===== config.mk =====
export PLATFORM = sky130hd
export DESIGN_NAME = snn_param_loader
export DESIGN_NICKNAME = d
export VERILOG_FILES = /design/src/rtl/snn_param_loader.sv
export SDC_FILE = /design/constraint.sdc
export NUM_CORES = 1
export LEC_CHECK = 0
export CAP_MARGIN = 10
export CORE_MARGIN = 1
export CORE_UTILIZATION = 49
export DETAILED_ROUTE_END_ITERATION = 8
export MAX_ROUTING_LAYER = met4
export PLACE_DENSITY = 0.74
export SLEW_MARGIN = 20
export SYNTH_ARGS = -nofsm -noshare
export SYNTH_HDL_FRONTEND = slang
export SYNTH_SLANG_ARGS = --single-unit
export TNS_END_PERCENT = 1

===== constraint.sdc =====
create_clock -name clk -period 2.3 [get_ports clk]
set_clock_uncertainty 0.1 [all_clocks]
set_input_delay 0.46 -clock clk [delete_from_list [all_inputs] [get_ports clk]]
set_output_delay 0.46 -clock clk [all_outputs]
set_load 0.1 [all_outputs]

===== src/rtl/snn_param_loader.sv =====
// snn_param_loader: serial (SPI mode 0) front-end that loads the SNN parameter
// memory. Host pins are synchronized to clk, words are assembled MSB-first and
// written through the memory write port at an auto-incrementing address.
// The first word of each frame is the start address; every later word is data.

module snn_param_loader #(
  parameter int M = 162,
  parameter int N = 8,
  localparam int AW = $clog2(M)
) (
  input  logic          clk,
  input  logic          reset,
  input  logic          sclk,
  input  logic          mosi,
  input  logic          cs_n,
  output logic [AW-1:0] mem_addr,
  output logic [N-1:0]  mem_data,
  output logic          mem_write_enable,
  output logic          frame_done,
  output logic          overflow,
  output logic          busy
);

  localparam int CW = $clog2(N);
  localparam logic [CW-1:0] LAST_BIT = CW'(N - 1);

  // The pointer is one bit wider than the address so that it can sit at M
  // (or above) when M is a power of two, instead of wrapping back to 0.
  localparam logic [AW:0] M_LIM = M[AW:0];

  localparam logic [1:0] IDLE = 2'd0;
  localparam logic [1:0] ADDR = 2'd1;
  localparam logic [1:0] DATA = 2'd2;

  logic          sclk_s1, sclk_s2, sclk_s3;
  logic          mosi_s1, mosi_s2;
  logic          cs_s1, cs_s2;
  logic          sclk_rise;
  logic [1:0]    state;
  logic [CW-1:0] bit_cnt;
  logic [N-2:0]  shift_reg;
  logic [N-1:0]  word;
  logic [AW:0]   ptr;
  logic          wrote_any;

  // Bring the asynchronous host pins into the clk domain; cs_n idles high.
  always_ff @(posedge clk or posedge reset) begin
    if (reset) begin
      sclk_s1 <= 1'b0;
      sclk_s2 <= 1'b0;
      sclk_s3 <= 1'b0;
      mosi_s1 <= 1'b0;
      mosi_s2 <= 1'b0;
      cs_s1   <= 1'b1;
      cs_s2   <= 1'b1;
    end else begin
      sclk_s1 <= sclk;
      sclk_s2 <= sclk_s1;
      sclk_s3 <= sclk_s2;
      mosi_s1 <= mosi;
      mosi_s2 <= mosi_s1;
      cs_s1   <= cs_n;
      cs_s2   <= cs_s1;
    end
  end

  // Rising sclk edge and the word as it would look with the current bit added.
  always_comb begin
    sclk_rise = sclk_s2 & ~sclk_s3;
    word      = {shift_reg, mosi_s2};
  end

  // Frame sequencing, word assembly and the memory write port.
  always_ff @(posedge clk or posedge reset) begin
    if (reset) begin
      state            <= IDLE;
      bit_cnt          <= '0;
      shift_reg        <= '0;
      ptr              <= '0;
      wrote_any        <= 1'b0;
      mem_addr         <= '0;
      mem_data         <= '0;
      mem_write_enable <= 1'b0;
      frame_done       <= 1'b0;
      overflow         <= 1'b0;
      busy             <= 1'b0;
    end else begin
      mem_write_enable <= 1'b0;
      frame_done       <= 1'b0;
      case (state)
        IDLE: begin
          bit_cnt <= '0;
          if (!cs_s2) begin
            state     <= ADDR;
            busy      <= 1'b1;
            overflow  <= 1'b0;
            wrote_any <= 1'b0;
          end
        end
        default: begin
          if (cs_s2) begin
            // Frame ended: any partial word is simply dropped.
            state      <= IDLE;
            busy       <= 1'b0;
            bit_cnt    <= '0;
            frame_done <= wrote_any;
          end else if (sclk_rise) begin
            shift_reg <= word[N-2:0];
            if (bit_cnt == LAST_BIT) begin
              bit_cnt <= '0;
              if (state == ADDR) begin
                ptr   <= {1'b0, word[AW-1:0]};
                state <= DATA;
              end else if (ptr < M_LIM) begin
                mem_addr         <= ptr[AW-1:0];
                mem_data         <= word;
                mem_write_enable <= 1'b1;
                wrote_any        <= 1'b1;
                ptr              <= ptr + 1'b1;
              end else begin
                overflow <= 1'b1;
              end
            end else begin
              bit_cnt <= bit_cnt + 1'b1;
            end
          end
        end
      endcase
    end
  end

endmodule


After elaboration in Yosys (flattened, before gate mapping):

Cells that the tools add are included.

* add/subtract/negate cells: 2
* $lt $le $gt $ge: 1
* eq/ne operators: 6
* multiplexer cells: 36
* bitwise logic cells: 5
* reductions and logical operators: 16

Operators by type and width (number)
* $mux W1: 24
* $mux W9: 2
* $reduce_and A5 Y1: 3
* $mux W2: 6
* $mux W3: 4
* $reduce_bool A2 Y1: 5
* $add A9 B1 Y9 const B: 1
* $lt A9 B8 Y1 const B: 1
* $reduce_bool A3 Y1: 3
* $ne A2 B1 Y1 const B: 3
* $reduce_and A6 Y1: 1
* $not A1 Y1: 4
* $reduce_and A4 Y1: 1
* $add A3 B1 Y3 const B: 1
* $eq A3 B3 Y1 const B: 1
* $reduce_and A3 Y1: 1
* $eq A2 B1 Y1 const B: 1
* $logic_not A2 Y1: 1
* $ne A2 B2 Y1 const B: 1
* $reduce_and A2 Y1: 1
* $and A1 B1 Y1: 1

* bits in registers: 49

Depth between registers and ports, before layout:

Gate-level depths: netlist of the first run.

* depth after elaboration: 7
* depth in mapped cells: 8

Worst setup path before layout of the first run:

No wires, ideal clock.

* path type: flip-flop to flip-flop
* start point: register bit_cnt[0]
* end point: register ptr[6]
* library setup time: 122 ps
* data arrival time: 2027 ps
* setup slack: 51 ps
* cell stages (with the launch flop): 8
* buffers on the path: 1
* path through: dfrtp_1 ha_1 ha_1 nand3b_1 or3_1 buf_2 or4_1 a32o_1

* word-level cells in the longest chain between the ends: 2

Ends and longest elaborated chain
* from (decl): RTL line 40 `logic [CW-1:0] bit_cnt;`
* from (signal assigned): RTL line 124 `bit_cnt <= bit_cnt + 1'b1;`
* $eq A3 B3 Y1: RTL line 109 `if (bit_cnt == LAST_BIT) begin`
* $reduce_and A5 Y1 (no line)
* to (signal assigned): RTL line 112 `ptr <= {1'b0, word[AW-1:0]};`
* to (signal assigned): RTL line 119 `ptr <= ptr + 1'b1;`
* to (decl): RTL line 43 `logic [AW:0] ptr;`

No other way between the ends.
A chain may end at the register's enable or synchronous reset.

Worst setup path after layout of the first run:

Ends and elaborated chain as after synthesis.

==> results.py, run 1 <==
metrics = {
    "global_route": {
        "grtUsageTotal": 0.206,
        "grt_antenna_before_repair": 0,
        "grt_pass1_wl_um": 6630,
        "grt_overflow": 0,
        "grt_max_degree": 50,
        "grt_pass1_vias": 1451,
    },
    "placed_design": {
        "routabilityCongestion": 0.869,
        "placed_area_um2": 2390,
        "dpl.hpwl_um": 2770,
        "io_buffer_count": 24,
    },
    "power_and_ir_drop": {
        "seq_power_share": 0.568,
        "power.internal_mw": 1.26,
        "leakagePower_nw": 1.19,
        "power_density_nw_per_um2": 702,
        "irDropWorstVdd_mv": 0.395,
        "netSwitchingPower_mw": 0.486,
        "p_sw_frac": 0.278,
        "p_comb_frac": 0.132,
        "clkPwrFrac": 0.300,
    },
    "clock_network": {
        "cts_tree": "built",
        "path_clk_slew_ns": 0.09,
        "cts_made_buffers": 5,
        "postCtsHoldBufs": 0,
        "cts_setup_buffers": 0,
        "root_buffer": "clkbuf_8",
        "cts.sinks": 49,
        "ctsResizeCount": 0,
        "clock_latency_ns": 0.30,
        "cts.path.max_buffers": 2,
        "h-tree-depth": 2,
    },
    "route": {
        "drtIter0Drc": 100,
        "drcViolationCount": 0,
        "wl_per_cell_um": 15.8,
        "dr.pass1.iters": 4,
        "num_vias": 1476,
        "vias_per_cell": 5.88,
        "ant_nets": 0,
        "drt_wl_total_um": 3970,
    },
    "floorplan": {
        "dieArea_um2": 4530,
        "io_pins": 25,
        "rows": 23,
        "fp.dieH_um": 67.3,
        "die_x_um": 67.3,
        "initial_utilization": 0.515,
        "fp.coreArea_um2": 4060,
    },
    "yosys": {
        "postSynthAreaPerCell_um2": 12.4,
        "synth_compound_area_frac": 0.0946,
        "synth_top_family_by_area": "multiplexers",
        "ys_types": 37,
        "synth_edf_count": 0,
        "async_flop_share": 1.00,
        "yosysTopAreaCell": "dfrtp_1",
        "synth_xor_area_frac": 0,
        "synth_fa_ha_area_frac": 0.0299,
        "yosysTopAreaCellShare": 0.563,
        "yosys_warnings": 0,
        "yosys.cell_count.top_type": "dfrtp_1",
        "syn_inst": 168,
        "ys_ff_latch": 49,
        "ys.flop_type": "dfrtp_1",
        "syn_area_um2": 2090,
        "syn-num-nets": 178,
        "yosys.area_share.simple": 0.112,
        "synthTopCellsByArea": "dfrtp_1 (56%), mux2_2 (13%), nand2_1 (3.1%)",
        "synth_mux_area_frac": 0.149,
        "ys_seq_area_frac": 0.588,
        "synth_common_cells": "dfrtp_1 (47), mux2_2 (25), nand2_1 (17)",
    },
    "layout": {
        "design_area_um2": 2490,
        "syn_to_final_growth_pct": 19.2,
        "n_antenna_cell": 0,
        "top_regs": "ptr x9, mem_addr x8, mem_data x8",
        "fin_nets": 210,
        "largest_reg_flops": 9,
        "regMostFlops": "ptr",
        "final_layout_size_suffix_gt1_frac": 0.338,
        "finish.utilization": 0.614,
    },
    "sta": {
        "tightest_slew_ns": 0.507,
        "hold_slack_ns": 0.254,
        "slew_headroom": 0.658,
        "finalSetupTns_ns": 0,
        "layout_min_cycle_time_ns": 2.20,
        "finalHoldViolations": 0,
        "rsz0062_at_grt": "no",
        "period_share": 0.955,
        "timing.fmax_ghz": 0.455,
        "maxSlewViolCount": 0,
        "setup_viol": 0,
    },
    "setup_path": {
        "crit_chain": "ha_1, ha_1, nand3b_1, or3_1, or4_1, a32o_1",
        "worstPathArrival_ns": 2.29,
        "slowest_delay_ns": 0.53,
        "worstRegToRegCells": 6,
        "cp_max_fo": 3,
        "worstReg2RegStart": "bit_cnt[0]",
        "crit_family": "simple AND/OR/NAND/NOR gates",
        "crit_path_start_kind": "flip-flop",
        "rrSetupSlack_ns": 0.10,
        "cpMostUsedCell": "ha_1",
        "rr_endpoint": "ptr[6]",
        "slowest_stage": "or4_1",
        "crit_path_end_kind": "flip-flop",
        "path_buf_inv": 0,
        "worstSetupPathType": "reg2reg",
        "critPathRequiredTime_ns": 2.39,
    },
    "min_path": {
        "timing.hold.worst_endpoint": "mosi_s2",
        "min_from": "mosi_s1",
        "hold_path_class": "reg2reg",
        "whs_path_depth": 0,
    },
    "flow_run": {
        "maxCapViolations": 0,
    },
    "run_status": {
        "status": "finished, final reports clean",
    },
}
## stage by stage
stage	power, mW	std cells	setup WS, ns
CTS	1.77	251	0.118
detailed placement	1.24	243	0.137
finish	1.75	251	0.103
floorplan	1.17	168	0.0510
global route	1.83	251	0.00117
global placement	1.22	243	0.206
## power groups by stage
| stage | clock network [mW] | logic, mW | registers [mW] |
|---|---|---|---|
| finish | 0.524 | 0.231 | 0.994 |
| global route | 0.576 | 0.249 | 1.00 |
| CTS | 0.540 | 0.233 | 0.993 |
| detailed placement | 0 | 0.232 | 1.01 |
| global placement | 0 | 0.220 | 1.00 |
| floorplan | 0 | 0.140 | 1.03 |
## metal layers
metal / vias to the layer above / global-route usage / share of wire
li1: 670 / - / -
met1: 737 / 0.254 / 0.44
met2: 55 / 0.324 / 0.49
met3: 14 / 0.0405 / 0.049
met4: 0 / 0.0984 / 0.023
met5: - / - / 0
## kinds of logic (layout without fill, tap and decap cells)
family | count (synthesis) | in the layout
multiplexers | 28 | 28
AND/OR/NAND/NOR | 46 | 46
adder cells (fa/ha/maj) | 5 | 5
buffers and inverters | 12 | 45
AO/OA/AOI/OAI | 28 | 28
flip-flops | 49 | 49
## layout by cell type (no fill, tap or decap), types with 3 or more instances in the layout
cell type / instances
or4_1: 3
a21oi_1: 5
mux2i_1: 3
nand3_1: 4
clkbuf_8: 6
o22ai_1: 3
a211oi_1: 3
ha_1: 5
buf_4: 27
nor2b_1: 3
inv_1: 3
o21ai_0: 4
nor2_1: 5
nand2_1: 17
dfrtp_1: 47
clkdlybuf4s50_1: 4
mux2_2: 25
nor3_1: 4
a2bb2oi_1: 5
## final cells by class
| class | instances | area [µm²] |
|---|---|---|
| fill | 319 | 1570 |
| sequential | 49 | 1230 |
| multi-input combinational | 107 | 806 |
| timing repair buffer | 33 | 283 |
| clock buffer | 6 | 82.6 |
| tap | 50 | 62.6 |
| inverter | 4 | 15.0 |
| clock inverter | 2 | 13.8 |
## how the worst max path moves through the flow
stage | to | cells after the start | from
final | ptr[6] | 6 | bit_cnt[0]
after global routing | ptr[6] | 6 | bit_cnt[0]
after CTS | ptr[6] | 6 | bit_cnt[0]
after detailed placement | ptr[6] | 6 | bit_cnt[0]
after global placement | ptr[6] | 6 | bit_cnt[0]
after floorplan | ptr[6] | 7 | bit_cnt[0]
## worst reg2reg max path: stages (launching register included)
cell      delay, ns
dfrtp_1        0.38
ha_1           0.16
ha_1           0.18
nand3b_1       0.10
or3_1          0.36
or4_1          0.53
a32o_1         0.29
No activity file was read; power rests on OpenSTA's default activity.
==> run 2, diff against run 1 <==
--- a/config.mk
+++ b/config.mk
@@ -8,6 +8,7 @@
 export CAP_MARGIN = 10
 export CORE_MARGIN = 1
 export CORE_UTILIZATION = 49
+export CTS_CLUSTER_DIAMETER = 200
 export DETAILED_ROUTE_END_ITERATION = 8
 export MAX_ROUTING_LAYER = met4
 export PLACE_DENSITY = 0.74
==> results of run 2 <==
The final DEF is identical to that of run 1; final timing and power are the same.
==> run 3, diff against run 2 <==
--- a/config.mk
+++ b/config.mk
@@ -5,7 +5,7 @@
 export SDC_FILE = /design/constraint.sdc
 export NUM_CORES = 1
 export LEC_CHECK = 0
-export CAP_MARGIN = 10
+export CAP_MARGIN = 20
 export CORE_MARGIN = 1
 export CORE_UTILIZATION = 49
 export CTS_CLUSTER_DIAMETER = 200
==> results of run 3 <==
The final DEF is identical to that of run 1; final timing and power are the same.
